`config.mk`:
```
export PLATFORM = sky130hd
export DESIGN_NAME = bus_arb_flat
export DESIGN_NICKNAME = d
export VERILOG_FILES = /design/src/rtl/bus_arb_if.sv /design/src/rtl/bus_arb.sv /design/src/flat_wrapper.sv
export SDC_FILE = /design/constraint.sdc
export NUM_CORES = 1
export LEC_CHECK = 0
export ABC_AREA = 1
export BUFFER_PORTS_ARGS = -buffer_cell sky130_fd_sc_hd__buf_4
export CAP_MARGIN = 40
export CELL_PAD_IN_SITES_DETAIL_PLACEMENT = 1
export CELL_PAD_IN_SITES_GLOBAL_PLACEMENT = 1
export CORE_UTILIZATION = 26
export CTS_CLUSTER_DIAMETER = 120
export DETAILED_ROUTE_END_ITERATION = 8
export GPL_TIMING_DRIVEN = 0
export MAX_ROUTING_LAYER = met4
export PLACE_DENSITY_LB_ADDON = 0.1
export SLEW_MARGIN = 20
export SYNTH_ARGS = -nofsm -noshare
export SYNTH_HDL_FRONTEND = slang
export SYNTH_SLANG_ARGS = --single-unit
```
`constraint.sdc`:
```
create_clock -name clk -period 1.7 [get_ports clk]
set_input_delay 0.34 -clock clk [delete_from_list [all_inputs] [get_ports clk]]
set_output_delay 0.34 -clock clk [all_outputs]
set_load 0.01 [all_outputs]
```
`src/rtl/bus_arb_if.sv`:
```
// Handshake bundle between the fetch/mem stages, the shared bus and the arbiter.
// Ports: fetch req/addr/rdata/ready, mem req/we/addr/wdata/sel/rdata/ready,
//        bus req/we/addr/wdata/sel/ack/rdata, stall vector, bus_err strobe.
//        master = arbiter view, slave = pipeline/bus environment view.
interface bus_arb_if;
    logic        if_req;
    logic [31:0] if_addr;
    logic [31:0] if_rdata;
    logic        if_ready;

    logic        mem_req;
    logic        mem_we;
    logic [31:0] mem_addr;
    logic [31:0] mem_wdata;
    logic [3:0]  mem_sel;
    logic [31:0] mem_rdata;
    logic        mem_ready;

    logic        bus_req;
    logic        bus_we;
    logic [31:0] bus_addr;
    logic [31:0] bus_wdata;
    logic [3:0]  bus_sel;
    logic        bus_ack;
    logic [31:0] bus_rdata;

    logic [4:0]  stall;
    logic        bus_err;

    modport master (
        input  if_req, if_addr,
        input  mem_req, mem_we, mem_addr, mem_wdata, mem_sel,
        input  bus_ack, bus_rdata,
        output if_rdata, if_ready, mem_rdata, mem_ready,
        output bus_req, bus_we, bus_addr, bus_wdata, bus_sel,
        output stall, bus_err
    );

    modport slave (
        output if_req, if_addr,
        output mem_req, mem_we, mem_addr, mem_wdata, mem_sel,
        output bus_ack, bus_rdata,
        input  if_rdata, if_ready, mem_rdata, mem_ready,
        input  bus_req, bus_we, bus_addr, bus_wdata, bus_sel,
        input  stall, bus_err
    );
endinterface

```
`src/rtl/bus_arb.sv`:
```
// Shared-bus arbiter: mem stage wins over fetch, one registered bus command
// at a time, combinational ready/stall. Ports: clk, rst (async, active-low),
// arb (bus_arb_if.master). Optional BUS_TIMEOUT_EN aborts a bus wait after
// TIMEOUT_CYCLES busy cycles with a one-cycle bus_err strobe.
module bus_arb #(
    parameter int TIMEOUT_CYCLES = 255
) (
    input  logic        clk,
    input  logic        rst,
    bus_arb_if.master   arb
);

    typedef enum logic [1:0] {IDLE, BUSY_IF, BUSY_MEM} state_t;

    state_t      state, nxt_state;
    logic        nxt_req, nxt_we;
    logic [31:0] nxt_addr, nxt_wdata;
    logic [3:0]  nxt_sel;
    logic        busy, done, tmo;

    assign busy = (state != IDLE);

`ifdef BUS_TIMEOUT_EN
    localparam int CW = (TIMEOUT_CYCLES > 1) ? $clog2(TIMEOUT_CYCLES) : 1;
    logic [CW-1:0] cnt;

    // Held at zero in IDLE, so each transaction starts counting from 0.
    assign tmo = busy && !arb.bus_ack && (cnt == CW'(TIMEOUT_CYCLES - 1));

    always_ff @(posedge clk or negedge rst) begin
        if (!rst)
            cnt <= '0;
        else if (!busy)
            cnt <= '0;
        else if (!arb.bus_ack)
            cnt <= cnt + CW'(1);
    end
`else
    logic unused_cfg;
    assign unused_cfg = (TIMEOUT_CYCLES != 0);
    assign tmo = 1'b0;
`endif

    assign arb.bus_err = tmo;
    assign done = busy && (arb.bus_ack || tmo);

    // Timeout completes with zero data; only a real ack forwards bus_rdata.
    assign arb.if_ready  = done && (state == BUSY_IF);
    assign arb.mem_ready = done && (state == BUSY_MEM);
    assign arb.if_rdata  = (state == BUSY_IF && arb.bus_ack) ?
                           arb.bus_rdata : 32'h0;
    assign arb.mem_rdata = (state == BUSY_MEM && arb.bus_ack) ?
                           arb.bus_rdata : 32'h0;

    always_comb begin
        arb.stall = 5'b00000;
        if (rst) begin
            if (arb.mem_req && !arb.mem_ready)
                arb.stall = 5'b01111;
            else if (arb.if_req && !arb.if_ready)
                arb.stall = 5'b00001;
        end
    end

    always_comb begin
        nxt_state = state;
        nxt_req   = arb.bus_req;
        nxt_we    = arb.bus_we;
        nxt_addr  = arb.bus_addr;
        nxt_wdata = arb.bus_wdata;
        nxt_sel   = arb.bus_sel;
        unique case (state)
            IDLE: begin
                if (arb.mem_req) begin
                    nxt_state = BUSY_MEM;
                    nxt_req   = 1'b1;
                    nxt_we    = arb.mem_we;
                    nxt_addr  = arb.mem_addr;
                    nxt_wdata = arb.mem_wdata;
                    nxt_sel   = arb.mem_sel;
                end else if (arb.if_req) begin
                    nxt_state = BUSY_IF;
                    nxt_req   = 1'b1;
                    nxt_we    = 1'b0;
                    nxt_addr  = arb.if_addr;
                    nxt_wdata = 32'h0;
                    nxt_sel   = 4'hF;
                end
            end
            BUSY_IF, BUSY_MEM: begin
                if (done) begin
                    nxt_state = IDLE;
                    nxt_req   = 1'b0;
                end
            end
            default: begin
                nxt_state = IDLE;
                nxt_req   = 1'b0;
            end
        endcase
    end

    always_ff @(posedge clk or negedge rst) begin
        if (!rst) begin
            state         <= IDLE;
            arb.bus_req   <= 1'b0;
            arb.bus_we    <= 1'b0;
            arb.bus_addr  <= 32'h0;
            arb.bus_wdata <= 32'h0;
            arb.bus_sel   <= 4'h0;
        end else begin
            state         <= nxt_state;
            arb.bus_req   <= nxt_req;
            arb.bus_we    <= nxt_we;
            arb.bus_addr  <= nxt_addr;
            arb.bus_wdata <= nxt_wdata;
            arb.bus_sel   <= nxt_sel;
        end
    end

endmodule
```
`src/flat_wrapper.sv`:
```
// flat-port wrapper written by rule: the top's interface ports become plain ports
module bus_arb_flat 
#(
    parameter int TIMEOUT_CYCLES = 255
)
  (clk, rst, arb_if_req, arb_if_addr, arb_mem_req, arb_mem_we, arb_mem_addr, arb_mem_wdata, arb_mem_sel, arb_bus_ack, arb_bus_rdata, arb_if_rdata, arb_if_ready, arb_mem_rdata, arb_mem_ready, arb_bus_req, arb_bus_we, arb_bus_addr, arb_bus_wdata, arb_bus_sel, arb_stall, arb_bus_err);
  bus_arb_if arb_i ();
  input  logic clk;
  input  logic rst;
  input wire logic [$bits(arb_i.if_req)-1:0] arb_if_req;
  input wire logic [$bits(arb_i.if_addr)-1:0] arb_if_addr;
  input wire logic [$bits(arb_i.mem_req)-1:0] arb_mem_req;
  input wire logic [$bits(arb_i.mem_we)-1:0] arb_mem_we;
  input wire logic [$bits(arb_i.mem_addr)-1:0] arb_mem_addr;
  input wire logic [$bits(arb_i.mem_wdata)-1:0] arb_mem_wdata;
  input wire logic [$bits(arb_i.mem_sel)-1:0] arb_mem_sel;
  input wire logic [$bits(arb_i.bus_ack)-1:0] arb_bus_ack;
  input wire logic [$bits(arb_i.bus_rdata)-1:0] arb_bus_rdata;
  output wire logic [$bits(arb_i.if_rdata)-1:0] arb_if_rdata;
  output wire logic [$bits(arb_i.if_ready)-1:0] arb_if_ready;
  output wire logic [$bits(arb_i.mem_rdata)-1:0] arb_mem_rdata;
  output wire logic [$bits(arb_i.mem_ready)-1:0] arb_mem_ready;
  output wire logic [$bits(arb_i.bus_req)-1:0] arb_bus_req;
  output wire logic [$bits(arb_i.bus_we)-1:0] arb_bus_we;
  output wire logic [$bits(arb_i.bus_addr)-1:0] arb_bus_addr;
  output wire logic [$bits(arb_i.bus_wdata)-1:0] arb_bus_wdata;
  output wire logic [$bits(arb_i.bus_sel)-1:0] arb_bus_sel;
  output wire logic [$bits(arb_i.stall)-1:0] arb_stall;
  output wire logic [$bits(arb_i.bus_err)-1:0] arb_bus_err;
  assign arb_i.if_req = arb_if_req;
  assign arb_i.if_addr = arb_if_addr;
  assign arb_i.mem_req = arb_mem_req;
  assign arb_i.mem_we = arb_mem_we;
  assign arb_i.mem_addr = arb_mem_addr;
  assign arb_i.mem_wdata = arb_mem_wdata;
  assign arb_i.mem_sel = arb_mem_sel;
  assign arb_i.bus_ack = arb_bus_ack;
  assign arb_i.bus_rdata = arb_bus_rdata;
  assign arb_if_rdata = arb_i.if_rdata;
  assign arb_if_ready = arb_i.if_ready;
  assign arb_mem_rdata = arb_i.mem_rdata;
  assign arb_mem_ready = arb_i.mem_ready;
  assign arb_bus_req = arb_i.bus_req;
  assign arb_bus_we = arb_i.bus_we;
  assign arb_bus_addr = arb_i.bus_addr;
  assign arb_bus_wdata = arb_i.bus_wdata;
  assign arb_bus_sel = arb_i.bus_sel;
  assign arb_stall = arb_i.stall;
  assign arb_bus_err = arb_i.bus_err;
  bus_arb #(.TIMEOUT_CYCLES(TIMEOUT_CYCLES)) u_core (.clk(clk), .rst(rst), .arb(arb_i));
endmodule
```
==> reports/results.txt <==
Run status: finished with violations
Failing checks: negative setup slack
Layout area overhead: 84.0%
Max-cap viol count: 0
Design Area, Final: 6770 um2
Setup ws final: -0.153 ns
Ant. Diodes: 0
I/O pins: 280
Via count: 4386
Row count: 43
Largest net degree at the start of global routing: 44
Max Used Layer: met4
Clk root buf: clkbuf_16
Hold Crit Class: input port to async pin
Initial cell density of the core: 26.6%
Layout cell share with drive strength beyond 1: 45.7%
Post-Syn Instances: 539
CP Max Fanout: 10
CP required: 1.36 ns
CP max stage cell: dfrtp_2
Sum of buffers and inverters on the critical path: 3
Final ANT Viol Nets: 0
CP Launch Type: flop
Final Util: 49.0%
Synth top area cells: dfrtp_1 49%, nand2_1 31%, nor2_1 6.9%
Die W: 121 um
Share of the synthesized area in the top cell type: 49.0%
Post-layout net count: 979
Crit path kind: flop to output port
DRC Markers: 0
Leak Pwr: 4.01 nW
Overflow after GRT: 0
Final setup viols: 67
F_max: 540 MHz
Height of the die: 121 um
RSZ-0062 raised after global routing: yes
Initial antenna violation count: 0
Worst ir drop on vdd: 640 uV
Reg2Reg Setup Slack: 0.15 ns
Post-Route WL: 15000 um
Routed len/inst: 14.6 um
Input/output buffers: 276
Final Critical Period: 1.85 ns
H-tree lvl count: 3
Syn avg cell area: 6.82 um2
CP peak stage delay: 0.45 ns
TritonCTS clock tree: done
Post-synthesis sequential area ratio: 49.0%
Total power: 9.81 mW
DR WL met2: 8200 um
Clock-pin slew on the worst setup and hold paths: 0.06 ns
Largest area contributor in the netlist: dfrtp_1
Post-Route M1 WL: 5270 um
First-pass GRT wire length: 22700 um
Clk_lat worst skew: 0.34 ns
Fin crit share: 109%
Drt first-iter violations: 78
Crit path max-delay family: flip-flops
Num CTS Buffers: 9
CTS sink cnt: 72
Max Slew Vio Count: 0
Met3 Wirelength: 1110 um
Final Hold Fails: 0
Vias in the first global route: 4603
Core Footprint: 13800 um2
Max Buffers Root-to-Sink: 2
Area after DPL: 6010 um2
Total global-route track usage: 20.6%
Unique cell type count in the Yosys netlist: 17
Pwr/cell area: 1450 nW/um2
Post-Route Skew: 0.00889 ns
Die area: 14600 um2
Critical path arrival: 1.51 ns
Filler cells: 1744
Synth warn: 0
Crit end category: output port
HPWL Detailed: 11600 um
Synthesized flop and latch total: 72
Vias per cell: 4.29
Post-Syn Area: 3680 um2
CP cell instances: inv_4 > ha_4 > nand2_8 > buf_8 > nor2_2 > buf_4
Fin Setup TNS: -7.75 ns
Drt pass-1 iters: 4
GPL Wtd Cong: 0.740
[cells by family (layout without fill, tap and decap cells)]
family | after synthesis | after routing | share of synthesized area, %
AND/OR/NAND/NOR | 381 | 381 | 39.5
flip-flops | 72 | 72 | 49.0
other | 1 | 2 | 0.102
buffers and inverters | 78 | 381 | 9.86
AO/OA/AOI/OAI | 4 | 4 | 0.544
adder cells (fa/ha/maj) | 3 | 3 | 1.02
[metrics by stage]
stage	std cells	hold WS [ns]	worst slack, ns
6_report	1023	0.0450	-0.153
3_3_place_gp	996	0.458	-0.321
2_1_floorplan	540	0.0444	0.148
4_1_cts	1018	0.0340	-0.156
5_1_grt	1023	0.0514	-0.233
3_5_place_dp	997	0.316	-0.125
[sequential cells by signal, indices dropped and copies added, names as in the netlist]
register,flops
u_core.arb.bus_sel,4
u_core.state,2
u_core.arb.bus_req,1
u_core.arb.bus_addr,32
u_core.arb.bus_wdata,32
u_core.arb.bus_we,1
[cells in the mapped netlist]
| library cell | n |
|---|---|
| a21oi_1 | 4 |
| buf_2 | 9 |
| buf_4 | 11 |
| buf_6 | 2 |
| clkbuf_1 | 8 |
| conb_1 | 1 |
| dfrtp_1 | 72 |
| ha_1 | 3 |
| inv_1 | 45 |
| inv_2 | 2 |
| inv_4 | 1 |
| nand2_1 | 302 |
| nand2_2 | 1 |
| nand2_4 | 1 |
| nand3_1 | 8 |
| nand4_1 | 1 |
| nor2_1 | 68 |
[power breakdown]
group	switching, mW	total, mW	internal (mW)
clock network	0.756	2.05	1.29
logic	2.48	4.74	2.26
registers	0.470	3.01	2.54
[per-layer routing]
metal / vias up / track usage [%]
met5: - / -
met4: 0 / 8.33
met3: 21 / 4.37
met2: 159 / 38.5
met1: 2038 / 20.6
li1: 2168 / -
[final timing paths]
path,from,endpoint,cells after the start
max,u_core.state[0],arb_mem_rdata[5],6
min,rst,u_core.arb.bus_wdata[15],2
max reg2reg,u_core.state[1],u_core.arb.bus_wdata[25],8
min reg2reg,u_core.arb.bus_wdata[6],u_core.arb.bus_wdata[6],2
max in group asynchronous,rst,u_core.arb.bus_addr[12],2
min in group clk,arb_mem_wdata[4],u_core.arb.bus_wdata[4],3
[cells in the final DEF (no fill, tap or decap), drive strengths merged]
master,synthesis,layout
buf,22,314
conb,1,2
inv,48,48
bufinv,0,2
nand2,304,304
a21oi,4,4
nand4,1,1
nor2,68,68
nand3,8,8
clkinvlp,0,1
clkinv,0,3
dfrtp,72,72
clkbuf,8,13
ha,3,3
[area by class of cell]
cell class | instances | area (um2) | area share [%]
clock buffers | 10 | 229 | 3.38
inverters | 48 | 190 | 2.81
multi-input cells | 390 | 1730 | 25.6
plain buffers | 30 | 251 | 3.71
repair buffers | 287 | 2250 | 33.2
flip-flops and latches | 72 | 1800 | 26.6
well taps | 180 | 225 | 3.33
clock inverters | 6 | 93.8 | 1.39
[timing repair]
item	CTS	global route
buffers inserted	3	4
setup endpoints to repair	69	69
resized for setup	44	60
hold endpoints to repair	29	0
pin swaps	2	2
hold buffers	1	0
cloned	1	1
No activity file was read; power rests on OpenSTA's default activity.
